--- config.mk ---
export PLATFORM = sky130hd
export DESIGN_NAME = serializer_flat
export DESIGN_NICKNAME = d
export VERILOG_FILES = /design/src/rtl/ser_pkg.sv /design/src/rtl/serializer_if.sv /design/src/rtl/serializer.sv /design/src/flat_wrapper.sv
export SDC_FILE = /design/constraint.sdc
export NUM_CORES = 1
export LEC_CHECK = 0
export ABC_AREA = 1
export ABC_CLOCK_PERIOD_IN_PS = 1020
export CAP_MARGIN = 30
export CORE_MARGIN = 2
export CORE_UTILIZATION = 44
export DETAILED_ROUTE_END_ITERATION = 12
export GPL_TIMING_DRIVEN = 0
export MAX_ROUTING_LAYER = met4
export PLACE_DENSITY = 0.8
export SLEW_MARGIN = 20
export SYNTH_ARGS = -nofsm -noshare
export SYNTH_HDL_FRONTEND = slang
export SYNTH_SLANG_ARGS = --single-unit
export TNS_END_PERCENT = 1
--- constraint.sdc ---
create_clock -name clock_100KHZ -period 1.02 [get_ports clock_100KHZ]
set_input_delay 0.153 -clock clock_100KHZ [delete_from_list [all_inputs] [get_ports clock_100KHZ]]
set_output_delay 0.153 -clock clock_100KHZ [all_outputs]
set_load 0.01 [all_outputs]
--- src/rtl/ser_pkg.sv ---
// Types and constants shared by the serializer, deserializer and word queue.
package ser_pkg;

    localparam int SER_DATA_WIDTH = 8;

    typedef enum logic [1:0] {
        IDLE  = 2'd0,
        SHIFT = 2'd1,
        DONE  = 2'd2
    } state_t;

endpackage

--- src/rtl/serializer_if.sv ---
// Queue handshake plus serial pins of the serializer. The serializer itself takes the master side.
interface serializer_if #(
    parameter int DATA_WIDTH = 8
);
    logic [DATA_WIDTH-1:0] data_in;
    logic                  data_valid_in;
    logic                  data_ack_out;
    logic                  status_in;
    logic                  data_out;
    logic                  write_out;
    logic                  busy_out;
    logic                  word_done;

    modport master (
        input  data_in, data_valid_in, status_in,
        output data_ack_out, data_out, write_out, busy_out, word_done
    );

    modport slave (
        output data_in, data_valid_in, status_in,
        input  data_ack_out, data_out, write_out, busy_out, word_done
    );
endinterface

--- src/rtl/serializer.sv ---
// Pops one word from the queue and shifts it out MSB first, one bit per strobe,
// pausing whenever the receiver deasserts status_in.
module serializer
    import ser_pkg::*;
#(
    parameter int DATA_WIDTH = SER_DATA_WIDTH
) (
    input  logic          clock_100KHZ,
    input  logic          reset,
    serializer_if.master  bus
);
    localparam int CW = $clog2(DATA_WIDTH) + 1;
    localparam logic [CW-1:0] LAST = CW'(DATA_WIDTH - 1);

    state_t                state, state_nxt;
    logic [DATA_WIDTH-1:0] sreg, sreg_nxt;
    logic [CW-1:0]         cnt, cnt_nxt;
    logic                  ack, ack_nxt;
    logic                  dout, dout_nxt;
    logic                  wr, wr_nxt;
    logic                  busy, busy_nxt;
    logic                  done, done_nxt;

    always_ff @(posedge clock_100KHZ or posedge reset) begin
        if (reset) begin
            state <= IDLE;
            sreg  <= '0;
            cnt   <= '0;
            ack   <= 1'b0;
            dout  <= 1'b0;
            wr    <= 1'b0;
            busy  <= 1'b0;
            done  <= 1'b0;
        end else begin
            state <= state_nxt;
            sreg  <= sreg_nxt;
            cnt   <= cnt_nxt;
            ack   <= ack_nxt;
            dout  <= dout_nxt;
            wr    <= wr_nxt;
            busy  <= busy_nxt;
            done  <= done_nxt;
        end
    end

    // Pulses (ack, strobe, done) default low; data_out and the datapath hold.
    always_comb begin
        state_nxt = state;
        sreg_nxt  = sreg;
        cnt_nxt   = cnt;
        ack_nxt   = 1'b0;
        dout_nxt  = dout;
        wr_nxt    = 1'b0;
        busy_nxt  = busy;
        done_nxt  = 1'b0;
        unique case (state)
            IDLE: begin
                if (bus.data_valid_in) begin
                    sreg_nxt  = bus.data_in;
                    ack_nxt   = 1'b1;
                    busy_nxt  = 1'b1;
                    cnt_nxt   = '0;
                    state_nxt = SHIFT;
                end
            end
            SHIFT: begin
                if (bus.status_in) begin
                    dout_nxt = sreg[DATA_WIDTH-1];
                    wr_nxt   = 1'b1;
                    sreg_nxt = sreg << 1;
                    cnt_nxt  = cnt + 1'b1;
                    if (cnt == LAST) state_nxt = DONE;
                end
            end
            DONE: begin
                // Extra idle cycle lets the receiver's registered status drop.
                done_nxt  = 1'b1;
                busy_nxt  = 1'b0;
                state_nxt = IDLE;
            end
            default: state_nxt = IDLE;
        endcase
    end

    assign bus.data_ack_out = ack;
    assign bus.data_out     = dout;
    assign bus.write_out    = wr;
    assign bus.busy_out     = busy;
    assign bus.word_done    = done;

endmodule

--- src/flat_wrapper.sv ---
// flat-port wrapper written by rule: the top's interface ports become plain ports
module serializer_flat import ser_pkg::*;
#(
    parameter int DATA_WIDTH = SER_DATA_WIDTH
)
  (clock_100KHZ, reset, bus_data_in, bus_data_valid_in, bus_status_in, bus_data_ack_out, bus_data_out, bus_write_out, bus_busy_out, bus_word_done);
  serializer_if #(.DATA_WIDTH(DATA_WIDTH)) bus_i ();
  input  logic clock_100KHZ;
  input  logic reset;
  input wire logic [$bits(bus_i.data_in)-1:0] bus_data_in;
  input wire logic [$bits(bus_i.data_valid_in)-1:0] bus_data_valid_in;
  input wire logic [$bits(bus_i.status_in)-1:0] bus_status_in;
  output wire logic [$bits(bus_i.data_ack_out)-1:0] bus_data_ack_out;
  output wire logic [$bits(bus_i.data_out)-1:0] bus_data_out;
  output wire logic [$bits(bus_i.write_out)-1:0] bus_write_out;
  output wire logic [$bits(bus_i.busy_out)-1:0] bus_busy_out;
  output wire logic [$bits(bus_i.word_done)-1:0] bus_word_done;
  assign bus_i.data_in = bus_data_in;
  assign bus_i.data_valid_in = bus_data_valid_in;
  assign bus_i.status_in = bus_status_in;
  assign bus_data_ack_out = bus_i.data_ack_out;
  assign bus_data_out = bus_i.data_out;
  assign bus_write_out = bus_i.write_out;
  assign bus_busy_out = bus_i.busy_out;
  assign bus_word_done = bus_i.word_done;
  serializer #(.DATA_WIDTH(DATA_WIDTH)) u_core (.clock_100KHZ(clock_100KHZ), .reset(reset), .bus(bus_i));
endmodule
# Yosys cells after proc, flatten, opt, wreduce, memory -nomap -nowiden
# Index checks and enable logic that the tools add are counted.
# classes
addsub,1
multipliers,0
n_div,0
order_cmp,0
n_eq_ne,6
shifts,0
muxes,17
bitwise_logic,0
n_reduce_logical,7
# ops
cell,n
$mux W8,2
$pmux W8 S2,1
$mux W4,2
$pmux W4 S2,1
$mux W1,6
$mux W2,3
$reduce_and A3 Y1,2
$add A4 B1 Y4 const B,1
$eq A4 B3 Y1 const B,1
$ne A2 B2 Y1 const B,2
$pmux W2 S2,1
$reduce_and A2 Y1,2
$reduce_bool A2 Y1,2
$eq A2 B1 Y1 const B,1
$eq A2 B2 Y1 const B,1
$logic_not A2 Y1,1
$ne A2 B1 Y1 const B,1
$pmux W1 S2,1
# word_totals
ff_bits,19
latchBits,0
ramBits,0
rom_bits,0
in_bits,12
output_inout_bits,5
elab_cells,39
mem_count,0

# Depth between registers and ports, before layout
# Gate-level depths: netlist (run 1).
# logic_depth
ltp_word,4
depth_mapped,7
depth_no_buf,6

# Worst setup path before layout (run 1)
# OpenSTA, ideal clock, no wires.
# synth_timing
kind,flip-flop to flip-flop
start,reg u_core.state[1]
end,reg u_core.sreg[4]
setup_time_ps,126
arrival_ps,942
t_required_ps,894
setup_slack_ps,-48
stages_incl_launch_ff,8
path_buffers,1
synth_period_minus_slack_ps,1068
cell_sequence,dfrtp_1 > inv_2 > nand2_1 > buf_6 > nand2_1 > o21ai_0 > nand2_1 > o21ai_0
# synth_between
elab_chain_len,3
elab_cells_between_ends,7
classes_between,eq/ne (3); mux (1); reduce/logical (3)
# synth_lines
element,line_no,text
from (decl),serializer.sv:15,"state_t state, state_nxt;"
from (signal assigned),serializer.sv:35,state <= state_nxt;
$eq A2 B1 Y1 or $logic_not A2 Y1 (tied branches),serializer.sv:56,unique case (state)
$ne A2 B2 Y1 (no source line) or $reduce_bool A2 Y1 (tied branches),-,
$reduce_and A3 Y1 (no source line),-,
to (signal assigned),serializer.sv:36,sreg <= sreg_nxt;
to (decl),serializer.sv:16,"logic [DATA_WIDTH-1:0] sreg, sreg_nxt;"
# Several ways; a longest one is shown, not always the timed one.
# A chain may end at the register's enable or synchronous reset.

# Final worst setup path (run 1)
# Ends and elaborated chain as after synthesis.

==> impl_summary.txt, run 1 <==
----------------------------------------------------
[Critical path]
  Nature of the critical path endpoint ... flop
  Worst-path maximum fanout ... 5
  Kind of critical path ... reg2reg
  CP startpoint kind ... flop
  Cell depth of the worst flop-to-flop path ... 7
  Data required time at the worst endpoint ... 1.21 ns
  Crit path arrival time ... 1.35 ns

[Global routing]
  Global route hottest layer ... met2
  First-pass GRT wire length ... 2.93 mm
  Met2 Resource Use GR ... 33.1%
  Total congestion overflow after global routing ... 0
  Met1 Track Usage GR ... 22.0%
  Maximum number of pins on one net before global-route repair ... 20
  Number of global-route vias before repair ... 698
  GRT Total Usage ... 20.0%
  Initial antenna violation count ... 0
  Routing usage on met3 ... 2.26%

[Placed design]
  Final RePlAce weighted congestion ... 0.748
  I/O Buffers ... 16
  Place WS ... -0.369 ns
  Cells after DPL ... 136
  Hpwl dp ... 1.25 mm

[Power]
  Peak supply drop ... 0.00136 V
  Static Leak ... 0.589 nW
  Pwr/cell area ... 2530 nW/um^2

[Die]
  Starting utilization of the core area ... 47.8%
  Vertical die dimension ... 48.0 um
  Chip width ... 48.0 um
  Num rows ... 15
  Number of top-level design ports ... 17
  Area inside the core boundary ... 1780 um^2
  Die area ... 2300 um^2

[Layout]
  Area Overhead vs Synth ... 42.1%
  Share of layout cells above drive strength 1 ... 34.9%
  Post-layout instance count excluding filler cells ... 151
  Count of filler cells inserted in the layout ... 121
  Commonest non-fill, non-tap cell in the layout ... sky130_fd_sc_hd__dfrtp_1
  Inserted Diodes ... 0
  Number of nets in the layout ... 140
  Area of the multi-input gates ... 363 um^2
  Commonest cells after routing, fill and taps aside ... 18 x sky130_fd_sc_hd__dfrtp_1, 17 x sky130_fd_sc_hd__nand2_1, 12 x sky130_fd_sc_hd__inv_1, 11 x sky130_fd_sc_hd__clkdlybuf4s50_1
  Sequential cell area in the final layout ... 477 um^2

[Clocking]
  Count of clock tree sinks ... 19
  Buffer type at the clock tree root ... sky130_fd_sc_hd__clkbuf_4
  CTS Buffer Depth ... 2
  Number of buffers created by CTS ... 3
  Level count of the clock H-tree ... 1
  Clock input transition at the sequential cells of the worst setup and hold paths ... 0.11 ns
  CTS tree ... done
  Clock Latency Late Sink ... 0.29 ns

[Route]
  DRT Pass-1 Iters ... 6
  Wire length reported by the detailed router ... 2.11 mm
  Remaining DRCs ... 0
  Total via count in the routed design ... 787
  Routed wire per std cell ... 14.0 um
  Routed vias/inst ... 5.21
  Violation count after the first detailed-routing iteration ... 19
  Post-route antenna net violation count ... 0

[Outcome]
  Failing checks ... negative setup slack
  Result of the run ... finished, violations left

[Synthesis]
  Count of different cell masters after synthesis ... 14
  Seq/Total Area, Yosys ... 55.8%
  Synthesized net count ... 108
  Number of synthesized register bits ... 19
  Share of Yosys cell area claimed by the top area cell type ... 55.8%
  Cell types occupying the most area after synthesis ... sky130_fd_sc_hd__dfrtp_1 56%, sky130_fd_sc_hd__o21ai_0 11%, sky130_fd_sc_hd__nand2_1 10%
  Mean instance size in the synthesized netlist ... 8.97 um^2
  Total of warnings raised by yosys ... 0
  Post-synthesis cell area ... 852 um^2
  Post-synthesis cell type with the largest combined area ... sky130_fd_sc_hd__dfrtp_1
  Number of cells produced by synthesis ... 95

[STA]
  Headroom to the max-slew limit ... 53.2%
  Final count of hold timing violations ... 0
  RSZ-0062 raised after global routing ... yes
  Worst slew pin tran ... 0.702 ns
  Post-layout minimum cycle time ... 1.17 ns
  Number of slew-limit violations in the final report ... 0
  Skew final ... 0.000576 ns
  Ratio of final minimum period to clock period ... 114%
  Worst Slack Setup Final ... -0.147 ns
  Final setup violation count ... 12
  F_max ... 857 MHz
  Hold slack ... 0.257 ns

[Job]
  # Max-Cap Violations ... 0

[Worst hold path]
  Worst Hold Class ... in2async

----------------------------------------------------
cell type report:
type	instances	share of cell area, %
clock buffer	4	2.17
inverter	15	4.86
timing repair buffer	27	18.9
sequential	19	39.4
buffer	2	2.17
multi-input combinational	59	30.0
tap	25	2.58
Yosys cell counts:
cell type                  instances
sky130_fd_sc_hd__buf_6             2
sky130_fd_sc_hd__dfrtp_1          19
sky130_fd_sc_hd__ha_1              1
sky130_fd_sc_hd__inv_1            14
sky130_fd_sc_hd__inv_2             1
sky130_fd_sc_hd__nand2_1          23
sky130_fd_sc_hd__nand2_4           1
sky130_fd_sc_hd__nand3_1           6
sky130_fd_sc_hd__nand3_2           1
sky130_fd_sc_hd__nand3_4           1
sky130_fd_sc_hd__nand3b_1          1
sky130_fd_sc_hd__nor2_1            5
sky130_fd_sc_hd__o21ai_0          19
sky130_fd_sc_hd__xor2_1            1
state kept, by name, summed over array words and instances (netlist names):
name	cells
u_core.bus.data_ack_out	1
u_core.bus.busy_out	1
u_core.sreg	8
u_core.bus.word_done	1
u_core.bus.data_out	1
u_core.cnt	4
u_core.bus.write_out	1
u_core.state	2
stage by stage:
| step | power, mW | utilization, % | area [um^2] | setup TNS [ns] |
|---|---|---|---|---|
| 2_1_floorplan | 1.85 | - | 868 | -0.169 |
| 4_1_cts | 2.80 | 64.5 | 1150 | -0.762 |
| 3_3_place_gp | 2.10 | 59.4 | 1060 | -4.74 |
| 3_5_place_dp | 2.19 | 59.4 | 1060 | -5.02 |
| 6_report | 3.06 | 67.9 | 1210 | -0.799 |
| 5_1_grt | 3.27 | 67.9 | 1210 | -1.64 |
routing by layer:
metal  part of all wire [%]  vias up
li1                       -      362
met1                     38      371
met2                     52       42
met3                    5.4       12
met4                    4.0        0
met5                      0        -
power breakdown:
part           switching (mW)  internal (mW)  total (mW)
registers               0.156           1.02        1.18
clock network           0.228          0.152       0.380
logic                   0.812          0.695        1.51
worst max-delay path, cell delays in order (launching register included):
cell	delay, ns
sky130_fd_sc_hd__dfrtp_1	0.42
sky130_fd_sc_hd__inv_4	0.11
sky130_fd_sc_hd__nand2_4	0.08
sky130_fd_sc_hd__buf_6	0.14
sky130_fd_sc_hd__nand2_2	0.06
sky130_fd_sc_hd__o21ai_1	0.08
sky130_fd_sc_hd__nand2_1	0.10
sky130_fd_sc_hd__o21ai_2	0.07
path summary, 6_finish.rpt:
| path | from | slack (ns) | end |
|---|---|---|---|
| worst max-delay path | u_core.state[1] | -0.15 | u_core.sreg[4] |
| min in group clock_100KHZ | bus_data_in[0] | 0.41 | u_core.sreg[0] |
| worst min register to register | u_core.bus.data_out | 0.54 | u_core.bus.data_out |
| worst max register to register | u_core.state[1] | -0.15 | u_core.sreg[4] |
| worst min-delay path | reset | 0.26 | u_core.sreg[2] |
| max in group asynchronous | reset | 0.28 | u_core.state[0] |
kinds of logic (layout without fill, tap and decap cells):
logic type | Yosys count | count (layout) | share of synthesized area, %
buffers and inverters | 17 | 48 | 9.25
XOR/XNOR | 1 | 1 | 1.03
flip-flops | 19 | 19 | 55.8
AND/OR/NAND/NOR | 38 | 38 | 21.3
AO/OA/AOI/OAI | 19 | 19 | 11.2
adder cells (fa/ha/maj) | 1 | 1 | 1.47
repair_timing:
action                                 4_1_cts  5_1_grt
pin swaps                                    1        3
hold buffers                                 0        0
buffers inserted                             9        1
setup endpoints to repair                   17       16
resized for setup                           37       22
cloned                                       1        0
endpoints found under the hold margin        0        0
Note: power is estimated with default switching activity, not from simulation.
==> inputs of run 2 (changes only) <==
--- a/config.mk
+++ b/config.mk
@@ -14,7 +14,8 @@
 export GPL_TIMING_DRIVEN = 0
 export MAX_ROUTING_LAYER = met4
 export PLACE_DENSITY = 0.8
-export SLEW_MARGIN = 20
+export SKIP_LAST_GASP = 1
+export SLEW_MARGIN = 40
 export SYNTH_ARGS = -nofsm -noshare
 export SYNTH_HDL_FRONTEND = slang
 export SYNTH_SLANG_ARGS = --single-unit
==> impl_summary.txt, run 2 (synthesis results as in run 1) <==
----------------------------------------------------
[Die]
  Chip width ... 48.0 um (unchanged)
  Vertical die dimension ... 48.0 um (unchanged)
  Number of top-level design ports ... 17 (unchanged)
  Num rows ... 15 (unchanged)
  Die area ... 2300 um^2 (unchanged)
  Area inside the core boundary ... 1780 um^2 (unchanged)
  Starting utilization of the core area ... 47.8% (unchanged)

[Power]
  Static Leak ... 0.593 nW (+0.67%)
  Peak supply drop ... 0.00123 V (-9.6%)
  Pwr/cell area ... 2470 nW/um^2 (-2.2%)
  Post-layout total power ... 3.00 mW (-2.2%)

[Layout]
  Core Util, Final ... 67.9% (unchanged)
  Area Overhead vs Synth ... 42.1% (unchanged)
  Max reg flops ... 8 (unchanged)
  Top flop regs ... u_core.sreg x8, u_core.cnt x4, u_core.state x2
  Number of nets in the layout ... 141 (+0.71%)
  Commonest cells after routing, fill and taps aside ... 18 x sky130_fd_sc_hd__nand2_1, 18 x sky130_fd_sc_hd__dfrtp_1, 13 x sky130_fd_sc_hd__inv_1, 11 x sky130_fd_sc_hd__buf_4, 11 x sky130_fd_sc_hd__clkdlybuf4s50_1
  Register with the highest flop count ... u_core.sreg
  Share of layout cells above drive strength 1 ... 26.8% (-8.1 points)
  Post-layout instance count excluding filler cells ... 152 (+0.66%)
  Inserted Diodes ... 0 (unchanged)

[Critical path]
  Crit path arrival time ... 1.29 ns (-0.06 ns)
  Worst-path maximum fanout ... 5 (unchanged)
  Worst-path cell with the longest stage delay ... sky130_fd_sc_hd__dfrtp_1
  Cell depth of the worst flop-to-flop path ... 7 (unchanged)
  Crit-path max cell delay ... 0.42 ns (about the same)
  Kind of critical path ... reg2reg
  Cell Chain, Critical Path ... inv_4 > nand2_4 > buf_6 > nand2_2 > o21ai_2 > nand2_1 > o21ai_1
  Nature of the critical path endpoint ... flop
  CP startpoint kind ... flop
  Data required time at the worst endpoint ... 1.20 ns (about the same)
  Reg-to-reg setup timing slack ... -0.09 ns (+0.06 ns)

[Global routing]
  Number of global-route vias before repair ... 689 (-1.3%)
  Total congestion overflow after global routing ... 0 (unchanged)
  Maximum number of pins on one net before global-route repair ... 20 (unchanged)
  First-pass GRT wire length ... 2.91 mm (-0.48%)
  Initial antenna violation count ... 0 (unchanged)
  GRT Total Usage ... 19.7% (-0.24 points)

[Outcome]
  Result of the run ... finished, violations left
  Failing checks ... negative setup slack

[STA]
  Worst Slack Setup Final ... -0.0922 ns (+0.0551 ns)
  Final count of hold timing violations ... 0 (unchanged)
  Final setup violation count ... 19 (+7)
  Headroom to the max-slew limit ... 52.7% (-0.43 points)
  Number of slew-limit violations in the final report ... 0 (unchanged)
  Skew final ... 0.00661 ns (+0.00603 ns)
  Hold slack ... 0.261 ns (+0.00312 ns)
  F_max ... 899 MHz (+5.0%)
  Worst slew pin tran ... 0.708 ns (+0.00646 ns)
  RSZ-0062 raised after global routing ... yes
  Ratio of final minimum period to clock period ... 109% (-5.4 points)
  Post-layout minimum cycle time ... 1.11 ns (-0.0551 ns)

[Clocking]
  Number of buffers created by CTS ... 3 (unchanged)
  CTS Buffer Depth ... 2 (unchanged)
  Clock input transition at the sequential cells of the worst setup and hold paths ... 0.11 ns (about the same)
  Clock Latency Late Sink ... 0.29 ns (about the same)
  Count of clock tree sinks ... 19 (unchanged)
  Level count of the clock H-tree ... 1 (unchanged)
  CTS tree ... done
  Buffer type at the clock tree root ... sky130_fd_sc_hd__clkbuf_4

[Placed design]
  Hpwl dp ... 1.25 mm (unchanged)
  I/O Buffers ... 16 (unchanged)
  Final RePlAce weighted congestion ... 0.748 (unchanged)
  Cells after DPL ... 136 (unchanged)

[Route]
  Total via count in the routed design ... 780 (-0.89%)
  DRT Pass-1 Iters ... 4 (-2)
  Routed wire per std cell ... 13.3 um (-4.8%)
  Violation count after the first detailed-routing iteration ... 20 (+1)
  Routed vias/inst ... 5.13 (-1.5%)
  Remaining DRCs ... 0 (unchanged)
  Post-route antenna net violation count ... 0 (unchanged)
  Wire length reported by the detailed router ... 2.02 mm (-4.2%)

[Job]
  # Max-Cap Violations ... 0 (unchanged)

[Worst hold path]
  Worst Hold Class ... in2async

----------------------------------------------------
==> run 2: changes by cell type in the layout (fill, tap and decap cells not counted), sizes merged <==
cell and change:
clkdlybuf4s15 +2, buf -4, dlygate4sd2 +3
==> run 2: layer usage <==
layer / routed length [um] / vias up / global-route usage (%)
met4: 117 / 0 / 12.4
met1: 796 / 363 / 21.6
li1: - / 365 / -
met2: 1010 / 38 / 33.1
met3: 95 / 14 / 3.02
met5: 0 / - / -
==> run 2: repair_timing <==
item / 4_1_cts / 5_1_grt
cloned: 1 / 1
endpoints found under the setup margin: 17 / 20
gates resized for setup: 18 / 17
hold buffers: 0 / 0
pin swaps: 1 / 2
buffers inserted: 9 / 1
==> run 2: per-stage QoR <==
stage          setup slack, ns  TNS, ns  instance area [um^2]
4_1_cts                -0.0874    -1.20                  1160
3_3_place_gp            -0.318    -4.74                  1060
5_1_grt                 -0.143    -2.17                  1210
6_report               -0.0922    -1.11                  1210
3_5_place_dp            -0.369    -5.02                  1060
2_1_floorplan          -0.0198   -0.169                   868
==> run 2: layout make-up <==
| type | count | area, um^2 |
|---|---|---|
| well taps | 25 | 31.3 |
| multi-input cells | 59 | 345 |
| flip-flops and latches | 19 | 477 |
| fillers | 125 | 572 |
| clock buffers | 4 | 26.3 |
| repair buffers | 28 | 250 |
| plain buffers | 2 | 22.5 |
| inverters | 15 | 58.8 |
==> run 2: where the power goes <==
group | internal (mW) | total, mW | leakage, nW | switching [mW]
clock | 0.152 | 0.371 | 0.0150 | 0.219
sequential | 1.02 | 1.17 | 0.242 | 0.152
combinational | 0.683 | 1.45 | 0.336 | 0.770
total | 1.85 | 3.00 | 0.593 | 1.14
==> run 2: worst paths after layout <==
kind,from,to
setup reg to reg,u_core.state[1],u_core.sreg[7]
hold reg to reg,u_core.bus.data_out,u_core.bus.data_out
hold / removal,reset,u_core.sreg[3]
setup / recovery,u_core.state[1],u_core.sreg[7]
max in group asynchronous,reset,u_core.state[0]
min in group clock_100KHZ,bus_data_in[0],u_core.sreg[0]
==> run 2: critical path: cells and delay by family, from the launching register on <==
kind	cells	cell delay, ns
flip-flops	1	0.42
buffers and inverters	2	0.25
AND/OR/NAND/NOR	3	0.21
AO/OA/AOI/OAI	2	0.12
